===== src/rtl/gradient_pkg.sv =====
// Shared types for the animated gradient pattern source: mode encoding and
// the double-buffered configuration record.
package gradient_pkg;

    typedef enum logic [1:0] {
        GM_HORIZ = 2'd0,
        GM_VERT  = 2'd1,
        GM_DIAG  = 2'd2
    } grad_mode_t;

    // Encoding 3 is reserved and behaves as horizontal.
    localparam grad_mode_t GM_FALLBACK = GM_HORIZ;

    // Widest supported scroll-speed field; narrower speed ports are zero-extended.
    localparam int unsigned SPD_W_MAX = 16;

    typedef struct packed {
        logic [1:0]           mode;
        logic [2:0]           tint;
        logic                 invert;
        logic [SPD_W_MAX-1:0] speed;
    } cfg_t;

    function automatic grad_mode_t decode_mode(input logic [1:0] m);
        grad_mode_t r;
        case (m)
            2'd0:    r = GM_HORIZ;
            2'd1:    r = GM_VERT;
            2'd2:    r = GM_DIAG;
            default: r = GM_FALLBACK;
        endcase
        return r;
    endfunction

endpackage


===== src/rtl/pix_delay_line.sv =====
// Reset-to-zero shift register used as the pixel output stage.
module pix_delay_line #(
    parameter int unsigned W   = 12,
    parameter int unsigned DLY = 2
) (
    input  logic         clk,
    input  logic         reset_n,
    input  logic [W-1:0] din,
    output logic [W-1:0] dout
);

    logic [W-1:0] stage_q [DLY];

    always_ff @(posedge clk or negedge reset_n) begin
        if (!reset_n) begin
            for (int i = 0; i < DLY; i++) begin
                stage_q[i] <= '0;
            end
        end else begin
            stage_q[0] <= din;
            for (int i = 1; i < DLY; i++) begin
                stage_q[i] <= stage_q[i-1];
            end
        end
    end

    assign dout = stage_q[DLY-1];

endmodule


===== src/rtl/gradient_anim_src.sv =====
// Animated gradient pattern source: banded horizontal/vertical/diagonal ramps with
// tint, invert and frame-synchronous scroll; config is applied only at frame start.
module gradient_anim_src
    import gradient_pkg::*;
#(
    parameter int unsigned CD         = 4,
    parameter int unsigned CW         = 11,
    parameter int unsigned STEP_SHIFT = 5,
    parameter int unsigned HLIMIT     = 512,
    parameter int unsigned SPD_W      = 4,
    parameter int unsigned DLY        = 2
) (
    input  logic            clk,
    input  logic            reset_n,
    input  logic [CW-1:0]   x,
    input  logic [CW-1:0]   y,
    input  logic            frame_start,
    input  logic            cfg_wr,
    input  logic [1:0]      mode_in,
    input  logic [2:0]      tint_in,
    input  logic            invert_in,
    input  logic [SPD_W-1:0] speed_in,
    output logic            cfg_pending,
    output logic [3*CD-1:0] gradient_rgb
);

    localparam logic [CW:0] HLIM = (CW+1)'(HLIMIT);

    cfg_t                 shadow_q, shadow_d;
    cfg_t                 active_q, active_d;
    logic                 pending_q, pending_d;
    logic [CD-1:0]        offset_q, offset_d;
    logic [SPD_W_MAX-1:0] fcnt_q, fcnt_d;
    cfg_t                 wr_cfg;

    always_comb begin
        wr_cfg.mode   = mode_in;
        wr_cfg.tint   = tint_in;
        wr_cfg.invert = invert_in;
        wr_cfg.speed  = SPD_W_MAX'(speed_in);
    end

    // Scroll uses the speed active before this edge; a config load then clears
    // fcnt but keeps any offset step taken on the same frame_start.
    always_comb begin
        shadow_d  = shadow_q;
        active_d  = active_q;
        pending_d = pending_q;
        offset_d  = offset_q;
        fcnt_d    = fcnt_q;
        if (frame_start) begin
            if (active_q.speed != '0) begin
                if (fcnt_q == active_q.speed - 1'b1) begin
                    fcnt_d   = '0;
                    offset_d = offset_q + 1'b1;
                end else begin
                    fcnt_d = fcnt_q + 1'b1;
                end
            end
            if (pending_q) begin
                active_d  = shadow_q;
                pending_d = 1'b0;
                fcnt_d    = '0;
            end
        end
        if (cfg_wr) begin
            shadow_d  = wr_cfg;
            pending_d = 1'b1;
        end
    end

    always_ff @(posedge clk or negedge reset_n) begin
        if (!reset_n) begin
            shadow_q  <= '0;
            active_q  <= '0;
            pending_q <= 1'b0;
            offset_q  <= '0;
            fcnt_q    <= '0;
        end else begin
            shadow_q  <= shadow_d;
            active_q  <= active_d;
            pending_q <= pending_d;
            offset_q  <= offset_d;
            fcnt_q    <= fcnt_d;
        end
    end

    assign cfg_pending = pending_q;

    grad_mode_t    mode;
    logic [CW-1:0] raw_h, raw_v;
    logic [CW:0]   diag_sum, raw_d;
    logic [CD-1:0] raw_sel, lvl, base;
    logic          clamp;
    logic [3*CD-1:0] pix;

    always_comb begin
        mode     = decode_mode(active_q.mode);
        raw_h    = x >> STEP_SHIFT;
        raw_v    = y >> STEP_SHIFT;
        diag_sum = {1'b0, x} + {1'b0, y};
        raw_d    = diag_sum >> (STEP_SHIFT + 1);
        raw_sel  = CD'(raw_h);
        clamp    = 1'b0;
        unique case (mode)
            GM_VERT: raw_sel = CD'(raw_v);
            GM_DIAG: raw_sel = CD'(raw_d);
            default: begin
                raw_sel = CD'(raw_h);
                clamp   = ({1'b0, x} >= HLIM);
            end
        endcase
        lvl = raw_sel + offset_q;
        if (active_q.invert) begin
            lvl = ~lvl;
        end
        base = clamp ? {CD{~active_q.invert}} : lvl;
        pix  = {active_q.tint[2] ? {CD{1'b1}} : base,
                active_q.tint[1] ? {CD{1'b1}} : base,
                active_q.tint[0] ? {CD{1'b1}} : base};
    end

    pix_delay_line #(
        .W   (3 * CD),
        .DLY (DLY)
    ) u_out_dly (
        .clk     (clk),
        .reset_n (reset_n),
        .din     (pix),
        .dout    (gradient_rgb)
    );

endmodule


===== config.mk =====
export PLATFORM = sky130hd
export DESIGN_NAME = gradient_anim_src
export DESIGN_NICKNAME = d
export VERILOG_FILES = /design/src/rtl/gradient_pkg.sv /design/src/rtl/pix_delay_line.sv /design/src/rtl/gradient_anim_src.sv
export SDC_FILE = /design/constraint.sdc
export NUM_CORES = 1
export LEC_CHECK = 0
export ABC_CLOCK_PERIOD_IN_PS = 2850
export CELL_PAD_IN_SITES_DETAIL_PLACEMENT = 0
export CELL_PAD_IN_SITES_GLOBAL_PLACEMENT = 1
export CORE_MARGIN = 2
export CORE_UTILIZATION = 38
export CTS_CLUSTER_DIAMETER = 30
export DETAILED_ROUTE_END_ITERATION = 12
export PLACE_DENSITY_LB_ADDON = 0.1
export RECOVER_POWER = 25
export SYNTH_ARGS = -nofsm -noshare
export SYNTH_HDL_FRONTEND = slang
export SYNTH_SLANG_ARGS = --single-unit

===== constraint.sdc =====
create_clock -name clk -period 2.85 [get_ports clk]
set_clock_uncertainty 0.05 [all_clocks]
set_input_delay 0.285 -clock clk [delete_from_list [all_inputs] [get_ports clk]]
set_output_delay 0.285 -clock clk [all_outputs]
set_load 0.02 [all_outputs]

==> results_dict.tcl, run 1 <==
set metrics [dict create \
    cts_root_buffer "clkbuf_8" \
    synth_warnings 0 \
    critical_path.max_stage_delay_ns 0.51 \
    p_leak_nw 1.82 \
    avgSynthCellArea_um2 11.0 \
    ys_seq_area_share_pct 50.1 \
    finalNetCount 417 \
    row_count 33 \
    crit_type "in2reg" \
    cp.required_ns 3.01 \
    htreeDepth 3 \
    dp.cells 453 \
    clock-sinks 65 \
    drt-total-wl_mm 6.45 \
    power_w 0.00319 \
    fp.dieW_um 96.4 \
    netlist_instances 294 \
    grt_pass1_wl_mm 10.8 \
    port_buffers 47 \
    antenna_left 0 \
    fp.dieH_um 96.4 \
    dr.pass1.iters 4 \
    sw_frac_of_total_pct 31.7 \
    clockPowerShare_pct 24.5 \
    area_delta_synth_final_pct 32.4 \
    hold_viol 0 \
    end_kind "register" \
    core_mm2 0.00826 \
    final.period_utilization_pct 99.0 \
    power.internal_w 0.00218 \
    grt_antenna_before_repair 0 \
    drtIter0Drc 82 \
    path_cells "clkdlybuf4s50_1 > nand4_1 > nand3_2 > a31oi_4 > buf_6 > buf_4 > xnor2_2 > a221oi_2 > a21oi_1 > ha_2 > inv_1 > fa_2 > nand2_1 > xor2_1 > or2_2" \
    wl_met3_um 232 \
    fin_crit_ns 2.82 \
    ioPinCount 49 \
    clk_path_buf_depth 2 \
    cp_top_family "buffers and inverters" \
    routed.top_layer "met4" \
    first_global_vias 2247 \
    setup_viol 0 \
    n_antenna_cell 0 \
    netlist_area_mm2 0.00325 \
    pwr-share-seq_pct 39.6 \
    hold_class "reg2reg" \
    grt-ovfl-total 0 \
    vias 2327 \
    routed-wl-met2_mm 2.97 \
    slew_viol_final 33 \
    fmax_ghz 0.355 \
    final_common_cell "dfrtp_1" \
    instances_no_fill 474 \
    routedWlPerCell_um 13.6 \
    worst-path-max-fanout 3 \
    status "finished, violations left" \
    rsz0062_at_grt "yes" \
    drc 0 \
    place_area_mm2 0.00395 \
    cpMaxStageDelayCell "fa_2" \
    avgViaCountPerCell 4.91 \
    clk_pin_slew_ns 0.08 \
    p_per_area_mw_per_mm2 742 \
    cts_inserted_buffers 9 \
    final_area_mm2 0.00430 \
    max_cap_viol_count 1 \
    grt.total_usage_pct 15.2 \
    drive_gt1_share_pct 28.2 \
    worstMarginPinSlew_ns 1.78 \
    synthesis.nets 347 \
    worst_ep_arrival_time_ns 2.98 \
    crit_buf_inv 4 \
    failed_checks "max-capacitance violations, max-slew violations" \
    met1_length_mm 3.18 \
    gp_congestion 0.825 \
    power_frac_comb_pct 35.8 \
    cts_tree "yes" \
    start_kind "primary input" \
    clk_latency_ns 0.33 \
    dp_hpwl_mm 4.63 \
    p_sw_w 0.00101 \
    layout_common_cells "dfrtp_1, clkdlybuf4s50_1, buf_4" \
    start_util_pct 39.3 \
    ys_types 38 \
    relSlewSlack_pct -18.4 \
    vdd_drop_max_mv 0.291 \
    ys_ff_latch 65 \
    grt_max_degree 34 \
    die-area_mm2 0.00930 \
]
[cell usage after synthesis (all sizes together)]
| library cell | instances | share of area [%] |
|---|---|---|
| nor4 | 6 | 1.2 |
| or3 | 2 | 0.46 |
| or3b | 1 | 0.35 |
| or4 | 1 | 0.23 |
| nand2b | 1 | 0.19 |
| mux2i | 4 | 1.2 |
| nor2 | 22 | 2.8 |
| and3 | 3 | 0.58 |
| nand3 | 8 | 1.2 |
| a21o | 2 | 0.46 |
| o21a | 2 | 0.46 |
| a22o | 3 | 0.81 |
| or2 | 10 | 1.9 |
| a21oi | 12 | 1.8 |
| dfrtp | 65 | 50 |
| xnor2 | 13 | 3.5 |
| xor2 | 14 | 3.8 |
| buf | 12 | 2.8 |
| o22ai | 1 | 0.19 |
| a221oi | 3 | 0.81 |
| a31oi | 4 | 0.77 |
| o2bb2ai | 1 | 0.27 |
| clkbuf | 3 | 0.35 |
| nor3 | 3 | 0.46 |
| inv | 11 | 1.3 |
| ha | 16 | 6.2 |
| o21bai | 1 | 0.58 |
| fa | 1 | 0.62 |
| mux2 | 20 | 6.9 |
| nor2b | 5 | 0.96 |
| a221o | 1 | 0.31 |
| nand3b | 2 | 0.46 |
| a211oi | 1 | 0.23 |
| nand4 | 8 | 1.5 |
| o21ai | 13 | 2.0 |
| nand2 | 19 | 2.2 |
[cell families after synthesis]
family / share of synthesized area, %
and+or+nand+nor: 14.5
AOI/OAI and AO/OA: 8.75
buffers and inverters: 4.39
DFF: 50.1
adders and majority gates: 6.78
xor gates and xnor gates: 7.28
muxes: 8.17
[per-stage QoR]
step	setup WS (ns)	TNS, ns	hold slack (ns)	util [%]
floorplan	-0.0771	-0.231	-0.0606	-
global placement	-0.733	-6.76	0.282	47.8
detailed placement	-0.770	-6.96	0.285	47.8
CTS	-0.0394	-0.111	0.297	51.3
global route	-0.150	-0.782	0.303	52.1
finish	0.0297	0	0.296	52.1
[worst paths after layout]
path	slack, ns	depth (start not counted)	to	start
hold reg to reg	0.30	0	u_out_dly.dout[0]	u_out_dly.stage_q[12]
min in group asynchronous	0.91	2	u_out_dly.dout[4]	reset_n
max in group asynchronous	0.81	2	u_out_dly.dout[5]	reset_n
setup reg to reg	0.15	12	u_out_dly.stage_q[23]	active_q[20]
hold / removal	0.30	0	u_out_dly.dout[0]	u_out_dly.stage_q[12]
setup / recovery	0.03	15	u_out_dly.stage_q[21]	x[0]
[routing by layer]
layer / GRT usage, % / vias to the layer above
li1: - / 1167
met1: 21.9 / 1104
met2: 22.8 / 51
met3: 3.34 / 5
met4: 4.93 / 0
met5: 0 / -
[registers in the layout (all words and copies together), names as in the netlist]
| name | count |
|---|---|
| active_q | 10 |
| u_out_dly.dout | 12 |
| cfg_pending | 1 |
| offset_q | 4 |
| u_out_dly.stage_q | 12 |
| shadow_q | 10 |
| fcnt_q | 16 |
[final cells by class]
type / instances / area, um2
tap: 105 / 131
timing repair buffer: 74 / 656
fill: 767 / 3960
clock buffer: 11 / 141
multi-input combinational: 203 / 1650
sequential: 65 / 1630
clock inverter: 5 / 55.1
inverter: 11 / 41.3
[power by group through the flow]
stage                     Sequential (W)  Combinational (W)  Clock, W
after floorplan                  0.00124           0.000784         0
after global placement           0.00128            0.00104         0
after detailed placement         0.00129            0.00106         0
after CTS                        0.00127            0.00110  0.000817
after global routing             0.00130            0.00127  0.000858
final                            0.00126            0.00114  0.000783
[timing repair]
action / 4_1_cts / 5_1_grt
buffers inserted: 2 / 2
pin swaps: 15 / 15
endpoints found under the hold margin: 27 / 0
hold buffers: 1 / 0
setup endpoints to repair: 9 / 9
resized for setup: 38 / 17
cloned: 0 / 0
Power figures use the tool's default switching activity.
==> run 2: changes to the inputs <==
Settings changed: PLACE_DENSITY_LB_ADDON 0.1 to 0.25.
==> results_dict.tcl, run 2 (synthesized netlist as in run 1, its figures left out) <==
set metrics [dict create \
    fp.dieW_um 96.4 \
    final.period_utilization_pct 98.8 \
    routedWlPerCell_um 13.6 \
    avgViaCountPerCell 4.97 \
    final_area_mm2 0.00432 \
    fin_hold_ws_ns 0.300 \
    hold_class "reg2reg" \
    slew_viol_final 0 \
    grt_antenna_before_repair 0 \
    grt.total_usage_pct 15.5 \
    drive_gt1_share_pct 28.8 \
    hold_viol 0 \
    place_area_mm2 0.00394 \
    end_kind "register" \
    cts_root_buffer "clkbuf_8" \
    worst-path-max-fanout 3 \
    p_leak_nw 1.85 \
    status "finished, final reports clean" \
    crit_type "in2reg" \
    reg2reg_depth 12 \
    start_util_pct 39.3 \
    cp.required_ns 3.02 \
    setup_tns_ns 0 \
    die-area_mm2 0.00930 \
    vias 2350 \
    worstMarginPinSlew_ns 1.32 \
    clk_pin_slew_ns 0.07 \
    p_per_area_mw_per_mm2 780 \
    dp_slack_ns -0.759 \
    drtIter0Drc 83 \
    grt-ovfl-total 0 \
    r2r_end "u_out_dly.stage_q[19]" \
    vdd_drop_max_mv 0.322 \
    clock-sinks 65 \
    final_common_cell "dfrtp_1" \
    crit_path_start "y[0]" \
    finalWorstSetupSlack_ns 0.0347 \
    core_mm2 0.00826 \
    layout_common_cells "dfrtp_1, clkdlybuf4s50_1, buf_4" \
    drt-total-wl_mm 6.45 \
    grt_pass1_wl_mm 10.8 \
    n_antenna_cell 0 \
    cts_tree "yes" \
    fmax_ghz 0.355 \
    fin_crit_ns 2.82 \
    r2r_start "active_q[20]" \
    max_cap_viol_count 0 \
    rsz0062_at_grt "yes" \
    dp_hpwl_mm 4.59 \
    cts_inserted_buffers 9 \
    ioPinCount 49 \
    largest_reg_flops 16 \
    start_kind "primary input" \
    worst_ep_arrival_time_ns 2.99 \
    r2r_slack_ns 0.12 \
    first_global_vias 2246 \
    setup_viol 0 \
    fp.dieH_um 96.4 \
    clk_path_buf_depth 2 \
    area_delta_synth_final_pct 33.1 \
    crit_end "u_out_dly.stage_q[13]" \
    largest-register "fcnt_q" \
    relSlewSlack_pct 11.7 \
    grt_max_degree 56 \
    dr.pass1.iters 4 \
    drc 0 \
    finalNetCount 416 \
    gp_congestion 0.827 \
    clk_latency_ns 0.35 \
    row_count 33 \
    antenna_left 0 \
    htreeDepth 3 \
    utilization_pct 52.3 \
    port_buffers 47 \
]
## run 2: cell types whose count changed in the layout (fill, tap and decap cells not counted), sizes merged
cell           change
buf                -3
bufinv             +2
clkdlybuf4s50      -1
dlygate4sd3        -1
dlymetal6s2s       +2
## run 2: worst max-delay path, stage by stage
cell             delay [ns]
clkdlybuf4s50_1        0.45
nand4_1                0.11
nand3_2                0.12
a31oi_4                0.09
buf_4                  0.13
buf_4                  0.13
xnor2_2                0.14
a221oi_2               0.08
a21oi_1                0.15
ha_2                   0.21
inv_1                  0.05
fa_2                   0.51
nand2_1                0.07
xor2_1                 0.18
or2_2                  0.29
## run 2: where the power goes
| part | internal, W | total (W) | switching (W) | leakage (nW) |
|---|---|---|---|---|
| clock network | 0.000580 | 0.000952 | 0.000372 | 0.115 |
| logic | 0.000616 | 0.00115 | 0.000537 | 0.969 |
| registers | 0.00114 | 0.00127 | 0.000127 | 0.765 |
| total | 0.00233 | 0.00337 | 0.00104 | 1.85 |
## run 2: metal layers
| layer | track usage, % | wire length, um | vias up |
|---|---|---|---|
| met3 | 4.65 | 304 | 15 |
| met2 | 23.3 | 2920 | 58 |
| met4 | 6.34 | 141 | 0 |
| met1 | 21.1 | 3080 | 1120 |
| met5 | 0 | 0 | - |
| li1 | - | - | 1157 |
## run 2: final cells by class
class | count | area [um2]
Clock buffer | 9 | 124
Clock inverter | 7 | 119
Fill cell | 753 | 3940
Inverter | 11 | 41.3
Multi-Input combinational cell | 203 | 1640
Sequential cell | 65 | 1630
Tap cell | 105 | 131
Timing Repair Buffer | 73 | 638
## run 2: worst min-delay path by stage
| stage | from | end | cells after the start |
|---|---|---|---|
| 6_report | u_out_dly.stage_q[13] | u_out_dly.dout[1] | 0 |
| 5_1_grt | u_out_dly.stage_q[16] | u_out_dly.dout[4] | 0 |
| 4_1_cts | u_out_dly.stage_q[13] | u_out_dly.dout[1] | 0 |
| 3_5_place_dp | reset_n | shadow_q[21] | 1 |
| 3_3_place_gp | reset_n | shadow_q[21] | 1 |
| 2_1_floorplan | reset_n | active_q[0] | 0 |
## run 2: metrics by stage
stage / power (W) / cells
2_1_floorplan: 0.00203 / 294
3_3_place_gp: 0.00231 / 452
3_5_place_dp: 0.00233 / 452
4_1_cts: 0.00334 / 472
5_1_grt: 0.00360 / 473
6_report: 0.00337 / 473
## run 2: timing repair
item	4_1_cts	5_1_grt
hold buffers	1	0
endpoints found under the setup margin	9	9
buffers inserted	3	1
resized for setup	36	20
pin swaps	15	15
hold endpoints to repair	10	0
